==> config.mk <==
export PLATFORM = sky130hd
export DESIGN_NAME = eth_rx_parser
export DESIGN_NICKNAME = d
export VERILOG_FILES = /design/src/rtl/eth_pkg.sv /design/src/rtl/eth_rx_parser.sv
export SDC_FILE = /design/constraint.sdc
export NUM_CORES = 1
export LEC_CHECK = 0
export CAP_MARGIN = 20
export CORE_MARGIN = 4
export CORE_UTILIZATION = 54
export DETAILED_ROUTE_END_ITERATION = 16
export GPL_TIMING_DRIVEN = 0
export MAX_ROUTING_LAYER = met4
export PLACE_DENSITY = 0.81
export SKIP_LAST_GASP = 1
export SYNTH_ARGS = -nofsm -noshare
export SYNTH_HDL_FRONTEND = slang
export SYNTH_SLANG_ARGS = --single-unit
==> constraint.sdc <==
create_clock -name clk -period 2.87 [get_ports clk]
set_input_delay 0.574 -clock clk [delete_from_list [all_inputs] [get_ports clk]]
set_output_delay 0.574 -clock clk [all_outputs]
set_load 0.01 [all_outputs]
==> src/rtl/eth_pkg.sv <==
// eth_pkg: shared constants, types and header byte offsets for the Ethernet RX parser.
package eth_pkg;

    localparam logic [15:0] ETH_ARP  = 16'h0806;
    localparam logic [15:0] ETH_IPV4 = 16'h0800;

    localparam int OFF_DST   = 0;
    localparam int OFF_SRC   = 6;
    localparam int OFF_TYPE  = 12;
    localparam int OFF_HTYPE = 14;
    localparam int OFF_OPER  = 20;
    localparam int OFF_SHA   = 22;
    localparam int OFF_SPA   = 28;
    localparam int OFF_THA   = 32;
    localparam int OFF_TPA   = 38;
    localparam int OFF_END   = 42;

    typedef enum logic [1:0] {PKT_NONE, PKT_ARP, PKT_IPV4, PKT_OTHER} pkt_type_t;

    typedef enum logic [2:0] {
        S_WAIT_IDLE, S_IDLE, S_HDR, S_ARP, S_SKIP, S_DROP, S_END
    } state_t;

    function automatic logic in_fld(input logic [10:0] idx, input int off, input int len);
        return int'(idx) >= off && int'(idx) < off + len;
    endfunction

endpackage

==> src/rtl/eth_rx_parser.sv <==
// eth_rx_parser: parses Ethernet/ARP headers from the post-SFD byte stream, filters by MAC, counts drops.
module eth_rx_parser #(
    parameter int          MAX_LEN  = 1518,
    parameter logic [15:0] ETH_ARP  = eth_pkg::ETH_ARP,
    parameter logic [15:0] ETH_IPV4 = eth_pkg::ETH_IPV4
) (
    input  logic        clk,
    input  logic        rst_n,
    input  logic        i_rx_dv,
    input  logic [7:0]  i_rx_data,
    input  logic [47:0] i_local_mac,
    output logic [47:0] o_dst_mac,
    output logic [47:0] o_src_mac,
    output logic [1:0]  o_operation,
    output logic [47:0] o_SHA,
    output logic [31:0] o_SPA,
    output logic [47:0] o_THA,
    output logic [31:0] o_TPA,
    output logic [1:0]  o_pkt_type,
    output logic [15:0] o_drop_cnt
);
    import eth_pkg::*;

    localparam logic [10:0] BC_MAX = 11'(MAX_LEN);
    localparam logic [10:0] BC_SAT = 11'(MAX_LEN + 1);

    state_t      state, state_nx;
    logic [10:0] bc, idx;
    logic [7:0]  prev;
    logic [47:0] w_dst, w_src, w_sha, w_tha;
    logic [31:0] w_spa, w_tpa;
    logic [15:0] w_type, pair;
    logic [1:0]  w_oper;
    logic        start, in_frame, cap, dst_bad, arp_bad, accept, drop_end;
    pkt_type_t   type_nx;

    // A byte seen in IDLE or END opens a new frame and is byte 0.
    assign start    = i_rx_dv && (state == S_IDLE || state == S_END);
    assign in_frame = state == S_HDR || state == S_ARP || state == S_SKIP;
    assign idx      = start ? '0 : bc;
    assign cap      = start || (i_rx_dv && (state == S_HDR || state == S_ARP));
    assign pair     = {prev, i_rx_data};
    assign dst_bad  = w_dst != i_local_mac && w_dst != '1;
    assign arp_bad  = (idx == 11'(OFF_HTYPE + 1) && pair != 16'h0001) ||
                      (idx == 11'(OFF_HTYPE + 3) && pair != 16'h0800) ||
                      (idx == 11'(OFF_HTYPE + 4) && i_rx_data != 8'd6) ||
                      (idx == 11'(OFF_HTYPE + 5) && i_rx_data != 8'd4) ||
                      (idx == 11'(OFF_OPER + 1) && pair != 16'h0001 && pair != 16'h0002);
    assign accept   = !i_rx_dv && bc <= BC_MAX &&
                      (state == S_SKIP || (state == S_ARP && bc >= 11'(OFF_END)));
    assign drop_end = !i_rx_dv && (state == S_DROP || (in_frame && !accept));
    assign type_nx  = state == S_ARP ? PKT_ARP : w_type == ETH_IPV4 ? PKT_IPV4 : PKT_OTHER;

    always_ff @(posedge clk or negedge rst_n) begin
        if (!rst_n) state <= S_WAIT_IDLE;
        else        state <= state_nx;
    end

    always_comb begin
        state_nx = state;
        case (state)
            S_WAIT_IDLE:  state_nx = i_rx_dv ? S_WAIT_IDLE : S_IDLE;
            S_IDLE, S_END: state_nx = i_rx_dv ? S_HDR : S_IDLE;
            S_HDR:        state_nx = !i_rx_dv ? S_END :
                                     idx != 11'(OFF_HTYPE - 1) ? S_HDR :
                                     dst_bad ? S_DROP :
                                     pair == ETH_ARP ? S_ARP : S_SKIP;
            S_ARP:        state_nx = !i_rx_dv ? S_END : arp_bad ? S_DROP : S_ARP;
            S_SKIP:       state_nx = i_rx_dv ? S_SKIP : S_END;
            S_DROP:       state_nx = i_rx_dv ? S_DROP : S_IDLE;
            default:      state_nx = S_WAIT_IDLE;
        endcase
    end

    always_ff @(posedge clk or negedge rst_n) begin
        if (!rst_n) begin
            bc         <= '0;
            o_drop_cnt <= '0;
        end else begin
            bc <= start ? 11'd1 : (i_rx_dv && in_frame) ? (bc == BC_SAT ? bc : bc + 11'd1) : '0;
            if (drop_end && o_drop_cnt != '1) o_drop_cnt <= o_drop_cnt + 16'd1;
        end
    end

    // Working registers shift in their bytes as they pass; only OPER[1:0] is kept from byte 21.
    always_ff @(posedge clk or negedge rst_n) begin
        if (!rst_n) begin
            prev   <= '0;
            w_dst  <= '0;
            w_src  <= '0;
            w_type <= '0;
            w_oper <= '0;
            w_sha  <= '0;
            w_spa  <= '0;
            w_tha  <= '0;
            w_tpa  <= '0;
        end else if (cap) begin
            prev <= i_rx_data;
            if (in_fld(idx, OFF_DST, 6))      w_dst  <= {w_dst[39:0], i_rx_data};
            if (in_fld(idx, OFF_SRC, 6))      w_src  <= {w_src[39:0], i_rx_data};
            if (in_fld(idx, OFF_TYPE, 2))     w_type <= {w_type[7:0], i_rx_data};
            if (in_fld(idx, OFF_OPER + 1, 1)) w_oper <= i_rx_data[1:0];
            if (in_fld(idx, OFF_SHA, 6))      w_sha  <= {w_sha[39:0], i_rx_data};
            if (in_fld(idx, OFF_SPA, 4))      w_spa  <= {w_spa[23:0], i_rx_data};
            if (in_fld(idx, OFF_THA, 6))      w_tha  <= {w_tha[39:0], i_rx_data};
            if (in_fld(idx, OFF_TPA, 4))      w_tpa  <= {w_tpa[23:0], i_rx_data};
        end
    end

    always_ff @(posedge clk or negedge rst_n) begin
        if (!rst_n) begin
            o_pkt_type  <= PKT_NONE;
            o_dst_mac   <= '0;
            o_src_mac   <= '0;
            o_operation <= '0;
            o_SHA       <= '0;
            o_SPA       <= '0;
            o_THA       <= '0;
            o_TPA       <= '0;
        end else begin
            o_pkt_type <= accept ? type_nx : PKT_NONE;
            if (accept) begin
                o_dst_mac   <= w_dst;
                o_src_mac   <= w_src;
                o_operation <= state == S_ARP ? w_oper : '0;
                o_SHA       <= state == S_ARP ? w_sha : '0;
                o_SPA       <= state == S_ARP ? w_spa : '0;
                o_THA       <= state == S_ARP ? w_tha : '0;
                o_TPA       <= state == S_ARP ? w_tpa : '0;
            end
        end
    end

endmodule

-- Word-level counts from Yosys, hierarchy flattened
Cells that the tools add are included.
- register bits after elaboration: 572
- bits of input ports: 59
- output and inout bits: 276
- logic and storage cells: 131
- add/sub/neg operators: 2
- $lt $le $gt $ge: 17
- equality and inequality tests: 24
- mux-type cells: 23
- reduce and logical (&&, ||, !) cells: 45
- operators by type and width (cell ; number):
    2-to-1 mux 48 bit ; 2
    2-to-1 mux 32 bit ; 2
    != test 48 bit ; 1
    != test 48 bit (second input constant) ; 1
    == test 11 x 5 -> 1 bit (second input constant) ; 4
    2-to-1 mux 11 bit ; 4
    >= comparator 11 x 5 -> 1 bit (second input constant) ; 3
    >= comparator 11 x 6 -> 1 bit (second input constant) ; 3
    < comparator 11 x 6 -> 1 bit (second input constant) ; 3
    == test 16 x 12 -> 1 bit (second input constant) ; 2
    logical AND 1 bit ; 23
    < comparator 11 x 4 -> 1 bit (second input constant) ; 2
    < comparator 11 x 5 -> 1 bit (second input constant) ; 2
    2-to-1 mux 3 bit ; 7
    case mux 3 bit (6 select lines) ; 1
    adder 16 x 1 -> 16 bit (second input constant) ; 1
    != test 16 x 1 -> 1 bit (second input constant) ; 1
    != test 16 x 12 -> 1 bit (second input constant) ; 1
    != test 16 bit (second input constant) ; 1
    != test 16 x 2 -> 1 bit (second input constant) ; 1
    != test 8 x 3 -> 1 bit (second input constant) ; 2
    AND reduction 2 bit ; 8
    adder 11 x 1 -> 11 bit (second input constant) ; 1
    == test 11 bit (second input constant) ; 1
    other kinds (16) ; 34

-- Longest topological paths before layout
- depth after elaboration: 13
- gate-level depth with buffers: 13
- gate-level depth less buffers: 8

-- Least setup slack after synthesis
No wires, ideal clock.
- path kind: input-to-reg
- from: input i_rx_dv
- to: register w_dst[27]
- library setup time: 0.125 ns
- arrival time: 2.076 ns
- data required time: 2.745 ns
- setup slack: 0.670 ns
- cell stages on the path: 7
- path buffers: 4
- cells stage by stage: clkbuf_1 o31ai_1 buf_4 a21oi_1 buf_2 buf_2 mux2_2
- longest elaborated chain between the ends: 4
- elaborated cells on any way between the ends: 6
- classes of those cells: order compare (1); mux (1); reduce/logical (4)
- ends and longest elaborated chain (element ; RTL line ; RTL):
    start: declaration ; eth_rx_parser.sv:9 ; input logic i_rx_dv,
    logical AND 1 bit ; eth_rx_parser.sv:38 ; assign start = i_rx_dv && (state == S_IDLE || state == S_END);
    2-to-1 mux 11 bit ; eth_rx_parser.sv:40 ; assign idx = start ? '0 : bc;
    < comparator 11 x 3 -> 1 bit ; eth_pkg.sv:25 ; return int'(idx) >= off && int'(idx) < off + len;
    AND reduction 2 bit (no line) (*) ; - ;
    end signal: assignment ; eth_rx_parser.sv:99 ; if (in_fld(idx, OFF_DST, 6)) w_dst <= {w_dst[39:0], i_rx_data};
    end: declaration ; eth_rx_parser.sv:30 ; logic [47:0] w_dst, w_src, w_sha, w_tha;
Every way passes the cells marked *; elsewhere a longest branch is shown, timed or not.
A chain may end at the register's enable or synchronous reset.

-- Worst setup path after layout
- from: register state[0]
- to: register w_src[45]
- longest elaborated chain between the ends: 7
- elaborated cells on any way between the ends: 14
- classes of those cells: order compare (2); eq/ne (4); mux (1); reduce/logical (7)
- ends and longest elaborated chain (element ; RTL line ; RTL):
    start: declaration ; eth_rx_parser.sv:27 ; state_t state, state_nx;
    start signal: assignment ; eth_rx_parser.sv:56 ; else state <= state_nx;
    == test 3 x 1 -> 1 bit or == test 3 bit (tied branches) ; eth_rx_parser.sv:38 ;
    logical OR 1 bit ; eth_rx_parser.sv:38 ;
    logical AND 1 bit ; eth_rx_parser.sv:38 ;
    2-to-1 mux 11 bit ; eth_rx_parser.sv:40 ;
    >= comparator 11 x 3 -> 1 bit or < comparator 11 x 4 -> 1 bit (tied branches) ; eth_pkg.sv:25 ;
    logical AND 1 bit ; eth_pkg.sv:25 ;
    AND reduction 2 bit (no line) (*) ; - ;
    end signal: assignment ; eth_rx_parser.sv:100 ; if (in_fld(idx, OFF_SRC, 6)) w_src <= {w_src[39:0], i_rx_data};
    end: declaration ; eth_rx_parser.sv:30 ;
Marks and branches as above.

==> results.toml <==
[place]
place_inst = 2707
io_buffers = 332
place_area_um2 = 27300
dp_hpwl_um = 40500
place.gp.congestion = 0.891
pre_cts_slack_ns = -0.240

[clock_network]
cts_num_sinks = 572
numCtsBuffers = 57
clk_pin_slew_ns = 0.06
htreeDepth = 2
clock_latency_ns = 0.60
cts_tree = "yes"
clockBufferDepth = 3
clockRootBuffer = "clkbuf_16"

[yosys]
syn_inst = 1832
ys_seq_area_share_pct = 61.7
async_flop_share_pct = 100
yosysUniqueCellTypes = 58
synth_seq_cells = 572
yosys_warnings = 0
synthFlopType = "dfrtp_1"
synth_area_um2 = 23200
synth_edf_count = 0
syn-num-nets = 1895
syn_avg_cell_area_um2 = 12.7

[drt]
remaining_drc_errors = 0
detail_route.wl_per_cell_um = 20.6
detail_route.vias_per_cell = 5.57
first_pass_iters = 7
dr.first_iter.drc_count = 1377
vias = 15700
drt-total-wl_um = 58100
ant_nets = 0

[sta]
finalCritPeriodShare_pct = 94.1
tns_ns = 0
max_freq_mhz = 370
worst_pin_slew_ns = 0.970
rsz0062_at_grt = "false"
clock_skew_ns = 0.0204
slew_viol_final = 0
max_slew_margin_pct = 35.3
hold_violations = 0
min_period_ns = 2.70
worst_slack_ns = 0.169
setup_viol = 0

[final_layout]
stdcell_area_um2 = 29400
drive_gt1_share_pct = 24.2
finalNonFillerCells = 2816
area_delta_synth_final_pct = 26.6
nNetsFinal = 2292
finish.utilization_pct = 69.5

[pwr]
combinationalPowerShare_pct = 14.5
power_density_nw_per_um2 = 701
sequentialPowerShare_pct = 47.0
p_int_mw = 15.1
p_sw_mw = 5.46
ir_worst_vdd_mv = 0.701
clkPwrFrac_pct = 38.4
switching_share_pct = 26.5
total_leakage_power_nw = 13.3

[critical_path]
cp_cell_sequence = "buf_4 > and3b_1 > o31ai_1 > buf_4 > nor2_1 > buf_2 > buf_2 > mux2_2"
critPathLaunchType = "register"
r2r_start = "state[0]"
worstPathRequired_ns = 3.35
max_stage_delay_ns = 0.39
r2r-end = "w_src[45]"
worstPathArrival_ns = 3.18
cp-end-kind = "register"
crit_path_start = "state[0]"
crit_path_end = "w_src[45]"
worstPathMaxFanout = 10
r2r_setup_slack_ns = 0.17
reg2reg_depth = 8
crit_type = "register to register"
cpMaxStageDelayCell = "dfrtp_1"

[floorplanning]
fp.dieW_um = 215
dieArea_um2 = 46300
io_pins = 335
die_y_um = 215
core-area_um2 = 42200
start_util_pct = 54.9
row_count = 75

[global_route]
grt_pass1_vias = 16500
grt_pass1_wl_um = 92300
grt_max_degree = 131
antenna_found_initial = 3
track_usage_pct = 25.7
grt-ovfl-total = 0

[job]
cap_violations = 0

[min_path]
hp-class = "register to register"
hp-start = "o_SPA[26]"

[outcome]
status = "completed"
## power by group through the flow
stage | sequential, mW | combinational, mW | clock (mW)
final | 9.68 | 3.00 | 7.92
after global routing | 9.78 | 3.25 | 8.40
after CTS | 9.66 | 3.03 | 8.04
after global placement | 9.79 | 2.91 | 0
after detailed placement | 9.79 | 3.00 | 0
after floorplan | 9.53 | 1.67 | 0
## kinds of logic (layout without fill, tap and decap cells)
kind of cell	count (synthesis)	in the layout	synth area share [%]
other cells	0	3	0
fa+ha+maj	4	4	0.216
simple gates	484	484	9.28
compound gates	205	205	4.74
xor+xnor	72	72	2.72
flops	572	572	61.7
buf+inv	115	557	2.90
mux	380	380	18.4
## how the worst min path moves through the flow
stage                endpoint  cells after the start
global route        o_SHA[35]                      2
finish              o_SPA[26]                      2
global placement    o_THA[38]                      2
floorplan               bc[0]                      0
CTS                     bc[0]                      3
detailed placement  o_THA[30]                      2
## worst max-delay path, delay by kind of cell, from the launching register on
| kind | cells | cell delay [ns] |
|---|---|---|
| buf+inv | 4 | 1.03 |
| simple gates | 2 | 0.65 |
| compound gates | 1 | 0.14 |
| flops | 1 | 0.39 |
| mux | 1 | 0.39 |
## layout make-up
cell class,instances,area [um2]
Antenna cell,3,7.51
Clock inverter,22,325
Clock buffer,82,1690
Inverter,10,37.5
Fill cell,2965,12900
Timing Repair Buffer,338,3460
Tap cell,539,674
Multi-Input combinational cell,1145,8220
Sequential cell,572,14300
Buffer,105,636
## routing by layer
layer  vias up  track usage [%]  part of all wire (%)
met5         -                -                     0
met4         0             6.89                   2.5
met3       106             6.50                   6.7
met2       475             41.5                    49
met1      7991             32.9                    42
li1       7105                -                     -
## state kept, by name (all words and copies together) (netlist names)
register and flops:
w_oper 2, w_type 16, w_spa 32, bc 11
o_drop_cnt 16, w_src 48, o_dst_mac 48, prev 8
o_pkt_type 2, w_tpa 32, state 3, w_tha 48
o_SPA 32, o_src_mac 48, o_THA 48, o_operation 2
w_sha 48, w_dst 48, o_SHA 48, o_TPA 32
## synthesized netlist by cell type, types with 9 or more instances
master,instances,area [um2]
mux2_2,373,4200
o21ai_0,154,771
buf_2,34,170
xor2_1,18,158
o21ai_1,19,95.1
nand4_1,34,213
xnor2_1,54,473
buf_6,21,236
inv_1,9,33.8
clkbuf_1,39,146
dfrtp_1,572,14300
nand3_1,12,60.1
nor4_1,18,113
nand2_1,343,1290
nor2_1,33,124
## metrics by stage
stage | hold WS, ns | power (mW)
final | 0.481 | 20.6
after global routing | 0.502 | 21.4
after CTS | 0.437 | 20.7
after detailed placement | 0.471 | 12.8
after global placement | 0.464 | 12.7
after floorplan | 0.278 | 11.2
## what timing repair did
| item | CTS | global route |
|---|---|---|
| endpoints found under the hold margin | 14 | 0 |
| setup endpoints to repair | 0 | 190 |
| resized for setup | 0 | 2 |
| setup buffers | 0 | 1 |
| hold buffers | 1 | 0 |
## cells in the final DEF (no fill, tap or decap), drive strengths merged, types with 4 or more instances in the layout
master,netlist,routed
xnor2,54,54
nand4,35,35
dfrtp,572,572
clkdlybuf4s50,0,331
mux2,380,380
clkbuf,39,121
nor4b,4,4
nand2b,5,5
nor2,34,34
buf,66,72
a21oi,8,8
nand3,12,12
clkinv,0,9
nor3,11,11
and3,4,4
nor4,19,19
nand2,343,343
ha,4,4
inv,10,12
bufinv,0,8
o21ai,174,174
xor2,18,18
(Power assumes the default switching activity.)
==> RTL edit 1 (same flow settings) <==
Change the parameter `MAX_LEN` from 1518 to 1138.
--- a/src/rtl/eth_rx_parser.sv
+++ b/src/rtl/eth_rx_parser.sv
@@ -2,3 +2,3 @@
 module eth_rx_parser #(
-    parameter int          MAX_LEN  = 1518,
+    parameter int          MAX_LEN  = 1138,
     parameter logic [15:0] ETH_ARP  = eth_pkg::ETH_ARP,
Formal check against the unedited RTL: same outputs for any inputs over 10 cycles, from zero or initial values and one cycle with rst_n low; that may be too few to reach the edited logic, so the function may still have changed.
==> RTL edit 1 against the unedited design <==
  * Sequential cell count unchanged
  * Clock power shrank 8.0%
  * Die area grew 0.11%
  * Cell area is 0.15% lower
  * Setup slack lost 0.067 ns
  * Combinational power is 9.7% lower
  * Synthesized area rose by 0.12%
  * Worst hold slack worse by 0.0047 ns
  * Core utilization is 0.10 points lower
  * Sequential share of layout area rose by 0.073 points
  * Critical path depth rose by 1
  * Power shrank 4.2%
  * Wire length is 2.1% higher
  * Critical path type unchanged
==> RTL edit 1: results (changes against the unedited design) <==
The multi-input gate area in the final layout came out at 8340 µm² (+1.5%). The met2 track demand over resource was 43.0% (+1.5 points). The count of filler cells inserted in the layout came out at 2959 (-0.20%). The net total in the final layout is 2288 (-0.17%).

The post-synth net total is 1893 (-0.11%). The run finished with clean final reports. The global routing met1 resource utilization is 33.5% (+0.62 points). The share of final-layout standard cells stronger than drive strength 1 came to 23.8% (-0.43 points). The number of buffers inserted during clock tree synthesis came out at 56 (-1.8%).

The area fraction in compound gates after synthesis is 4.48% (-0.26 points). The global-route usage over all layers is 26.0% (+0.33 points). The post-CTS setup-driven buffer insertion count is 1 (+1). The combinational cell fraction of total power is 13.7% (-0.8 points). The placed cell count is 2706 (-0.037%). The portion of netlist area occupied by mux cells came out at 19.0% (+0.58 points). By count the netlist is led by sky130_fd_sc_hd__dfrtp_1, sky130_fd_sc_hd__nand2_1, sky130_fd_sc_hd__mux2_2, sky130_fd_sc_hd__o21ai_0, sky130_fd_sc_hd__xor2_1. The initial antenna violation count is 2 (-1).

After synthesis, the cell types taking the most area are sky130_fd_sc_hd__dfrtp_1, sky130_fd_sc_hd__mux2_2, sky130_fd_sc_hd__nand2_1, sky130_fd_sc_hd__o21ai_0, sky130_fd_sc_hd__mux2_4. The sum of routed wire segments on met1 came out at 24800 µm (+2.5%). The global-route track usage on met3 came out at 5.12% (-1.4 points). The post-cts sizing count was 13 (+13). The routed wire length on met2 was 29500 µm (+3.5%). The wire length of the first global-routing pass is 93900 µm (+1.7%).

The total wire length is 59300 µm (+2.1%). The via count of the first global-routing pass came to 16700 (+1.6%). The maximum number of pins on one net before global-route repair is 133 (+1.5%). The HPWL after detailed placement is 41100 µm (+1.7%).

The clock network power consumption is 7290 µW (-8.0%). The vias after detailed routing is 15800 (+0.92%). The post-place setup slack came out at -0.579 ns (-0.339 ns).
## RTL edit 1: critical path: cells and delay by family, from the launching register on
family                 cells  cell delay, ns
buffers and inverters      3            0.57
muxes                      1            0.36
AOI/OAI and AO/OA          2            0.31
DFF                        1            0.43
and+or+nand+nor            3            0.92
## RTL edit 1: worst paths after layout
path,from,endpoint,slack (ns)
min,o_SPA[31],o_SPA[31],0.48
min reg2reg,o_SPA[31],o_SPA[31],0.48
max,bc[8],o_dst_mac[40],0.10
max reg2reg,bc[8],o_dst_mac[40],0.10
max in group asynchronous,rst_n,w_dst[14],0.90
min in group asynchronous,rst_n,o_THA[26],0.50
## RTL edit 1: layout make-up
type / count / area share, %
sequential: 572 / 48.8
multi-input combinational: 1144 / 28.5
timing repair buffer: 339 / 11.9
clock buffer: 90 / 5.86
tap: 539 / 2.30
buffer: 106 / 2.10
clock inverter: 12 / 0.452
inverter: 6 / 0.0768
antenna: 3 / 0.0256
==> RTL edit 2 (same settings) <==
Without the edit above. Put one more register stage on the output `o_SHA`, without a reset. The value now appears one clock later. The other outputs are not delayed to match.
--- a/src/rtl/eth_rx_parser.sv
+++ b/src/rtl/eth_rx_parser.sv
@@ -25,2 +25,4 @@
     localparam logic [10:0] BC_SAT = 11'(MAX_LEN + 1);
+
+    logic [47:0] o_SHA_s0;
 
@@ -115,3 +117,3 @@
             o_operation <= '0;
-            o_SHA       <= '0;
+            o_SHA_s0    <= '0;
             o_SPA       <= '0;
@@ -125,3 +127,3 @@
                 o_operation <= state == S_ARP ? w_oper : '0;
-                o_SHA       <= state == S_ARP ? w_sha : '0;
+                o_SHA_s0    <= state == S_ARP ? w_sha : '0;
                 o_SPA       <= state == S_ARP ? w_spa : '0;
@@ -133,2 +135,6 @@
 
+    always_ff @(posedge clk) begin
+        o_SHA <= o_SHA_s0;
+    end
+
 endmodule
Formal check against the unedited RTL: no difference found for any inputs over 10 cycles, from zero or initial values and one cycle with rst_n low; that may be too few to reach the edited logic, so the function may still have changed.
==> RTL edit 2 against the unedited design <==
  * Setup slack got worse by 0.061 ns
  * Cell area grew 3.7%
  * Wire length increased by 5.6%
  * Global-route usage grew 0.64 points
  * Power grew 4.0%
  * Synthesized area grew 3.9%
  * Sequential cell count is 48 higher
  * First-iteration DRC count rose by 0.51%
  * Non-clock buffer count rose by 9
  * Die area is 3.7% higher
  * Via count up 3.3%
  * Clock power increased by 2%
==> RTL edit 2: results (changes against the unedited design) <==
The maximum level of the CTS H-tree is 2 (unchanged). The global placer's final weighted congestion came out at 0.916 (+2.8%). The arrival time reported for the critical path endpoint is 3.25 ns (+0.07 ns). The first-iteration detailed-routing DRC count came to 1384 (+0.51%). The proportion of synthesized flip-flops having asynchronous set or reset came out at 92.3% (-7.7 points). The initial antenna violation count is 3 (unchanged). The number of unique standard cell types used by synthesis came out at 52 (-10%). The area fraction in compound gates after synthesis came out at 4.50% (-0.24 points). The flow ran to the end, and the final reports show no timing, DRC or antenna violations. The portion of the post-synthesis area used by sequential elements came to 63.4% (+1.7 points). The number of synthesis warnings is 0 (unchanged).

The share of final-layout standard cells stronger than drive strength 1 came out at 23.8% (-0.45 points). The total wire length is 61400 µm (+5.6%). The clock root buffer is sky130_fd_sc_hd__clkbuf_16.

The net total in the final layout came out at 2357 (+2.8%). The post-CTS clock slew at the launch and capture registers of the worst setup and hold paths is 0.06 ns (about the same). The mean cell area of the mapped netlist came out at 12.8 µm² (+0.77%). The number of buffers inserted during clock tree synthesis came out at 61 (+7.0%). After synthesis, the most frequently instantiated cells are sky130_fd_sc_hd__dfrtp_1, sky130_fd_sc_hd__mux2_2, sky130_fd_sc_hd__nand2_1, sky130_fd_sc_hd__o21ai_0, sky130_fd_sc_hd__xor2_1. The leakage power figure came out at 0.0138 µW (+3.7%). The clock skew is 0.0327 ns (+0.0123 ns). The deepest clock path buffer count came out at 3 (unchanged).

The worst slew slack as a fraction of its limit came out at 41.2% (+5.8 points). The biggest area consumer among synthesized cells is sky130_fd_sc_hd__dfrtp_1. For this design, the slowest cell found on the critical path is sky130_fd_sc_hd__or4_4. The portion of netlist area occupied by mux cells came to 17.9% (-0.53 points).

The cell family contributing the most delay on the critical path is simple AND/OR/NAND/NOR gates. The global-route usage over all layers is 26.4% (+0.64 points). By area the synthesized netlist is led by sky130_fd_sc_hd__dfrtp_1, sky130_fd_sc_hd__mux2_2, sky130_fd_sc_hd__nand2_1, sky130_fd_sc_hd__dfxtp_1, sky130_fd_sc_hd__o21ai_0. The vias after detailed routing is 16200 (+3.3%). The number of detailed-route iterations in the first pass came out at 6 (-1). The maximum number of pins on one net before global-route repair is 132 (+0.76%).

The post-synth net total came out at 1951 (+3.0%). The count of input and output buffers came to 334 (+0.60%). The worst supply voltage drop on vdd came out at 617 µV (-12%). The placed cell area is 28300 µm² (+3.6%). The largest fanout on the critical path came to 10 (unchanged). The wire length of the first global-routing pass is 96000 µm (+4.0%). The worst hold path belongs to the class input port to asynchronous set/reset pin.

The overall overflow remaining after global route came out at 0 (unchanged). The clock latency reported for the late side of the worst-skew pair is 0.63 ns (+0.03 ns). The via count of the first global-routing pass is 17100 (+4.1%). The placed cell count came out at 2818 (+4.1%).

The largest stage delay on the critical path is 0.60 ns (+0.21 ns). The HPWL after detailed placement is 42500 µm (+4.9%). The post-synthesis share of cell area spent on full adders, half adders and majority gates is 0.208% (-0.0080 points). The final instance count without filler cells came out at 2941 (+4.4%). The post-synthesis xor/xnor area fraction came to 2.51% (-0.21 points).
[RTL edit 2: cell count changes after synthesis, sizes merged, moves of 4 or more]
| cell | change |
|---|---|
| buf | -6 |
| clkbuf | +10 |
| dfxtp | +48 |
| nand3 | +8 |
| nand4 | -9 |
| nor2 | -9 |
| nor3 | +6 |
| nor4b | -4 |
| or3 | +6 |
| xnor2 | -35 |
| xor2 | +32 |
[RTL edit 2: final timing paths]
| kind | start | to | slack (ns) | cells past startpoint |
|---|---|---|---|---|
| max in group asynchronous | rst_n | o_SHA_s0[37] | 1.30 | 3 |
| worst max-delay path | bc[6] | w_spa[30] | 0.11 | 7 |
| worst min-delay path | rst_n | o_dst_mac[31] | 0.007 | 1 |
| min in group clk | o_SHA_s0[17] | o_SHA[17] | 0.37 | 0 |
| worst min register to register | o_SHA_s0[17] | o_SHA[17] | 0.37 | 0 |
| worst max register to register | bc[6] | w_spa[30] | 0.11 | 7 |
[RTL edit 2: layout make-up]
| cell class | instances | area [µm²] |
|---|---|---|
| flip-flops and latches | 620 | 15300 |
| fillers | 3127 | 13700 |
| multi-input cells | 1149 | 8250 |
| repair buffers | 344 | 3500 |
| clock buffers | 89 | 1720 |
| well taps | 592 | 741 |
| plain buffers | 108 | 593 |
| clock inverters | 26 | 323 |
| inverters | 10 | 37.5 |
| diodes | 3 | 7.51 |
[RTL edit 2: power by group]
part	internal, µW	leakage, µW	total (µW)	switching [µW]
registers	9410	0.00823	10400	996
logic	1520	0.00458	2950	1440
clock network	4720	0.00101	8070	3350
[RTL edit 2: metal layers]
| layer | global-route usage, % | vias to the layer above | wire (µm) |
|---|---|---|---|
| met5 | - | - | 0 |
| met4 | 6.99 | 0 | 1520 |
| met3 | 6.09 | 102 | 3850 |
| met2 | 42.9 | 493 | 30400 |
| met1 | 33.9 | 8296 | 25600 |
| li1 | - | 7301 | - |
[RTL edit 2: per-stage QoR]
step / utilization, % / worst slack (ns)
final: 69.0 / 0.107
after floorplan: - / 0.433
after global routing: 69.0 / -0.00767
after detailed placement: 64.1 / -0.792
after global placement: 63.9 / -23.01
after CTS: 68.9 / -0.00562
[RTL edit 2: worst reg2reg max path, delay by kind of cell (launching register included)]
kind / cells / cell delay [ns]
buffers and inverters: 2 / 0.51
DFF: 1 / 0.44
muxes: 1 / 0.36
and+or+nand+nor: 4 / 1.34
[RTL edit 2: repair_timing]
| action | in CTS | in global routing |
|---|---|---|
| cloned | 0 | 0 |
| setup buffers | 3 | 3 |
| resized for setup | 10 | 10 |
| pin swaps | 2 | 1 |
| endpoints found under the setup margin | 314 | 248 |
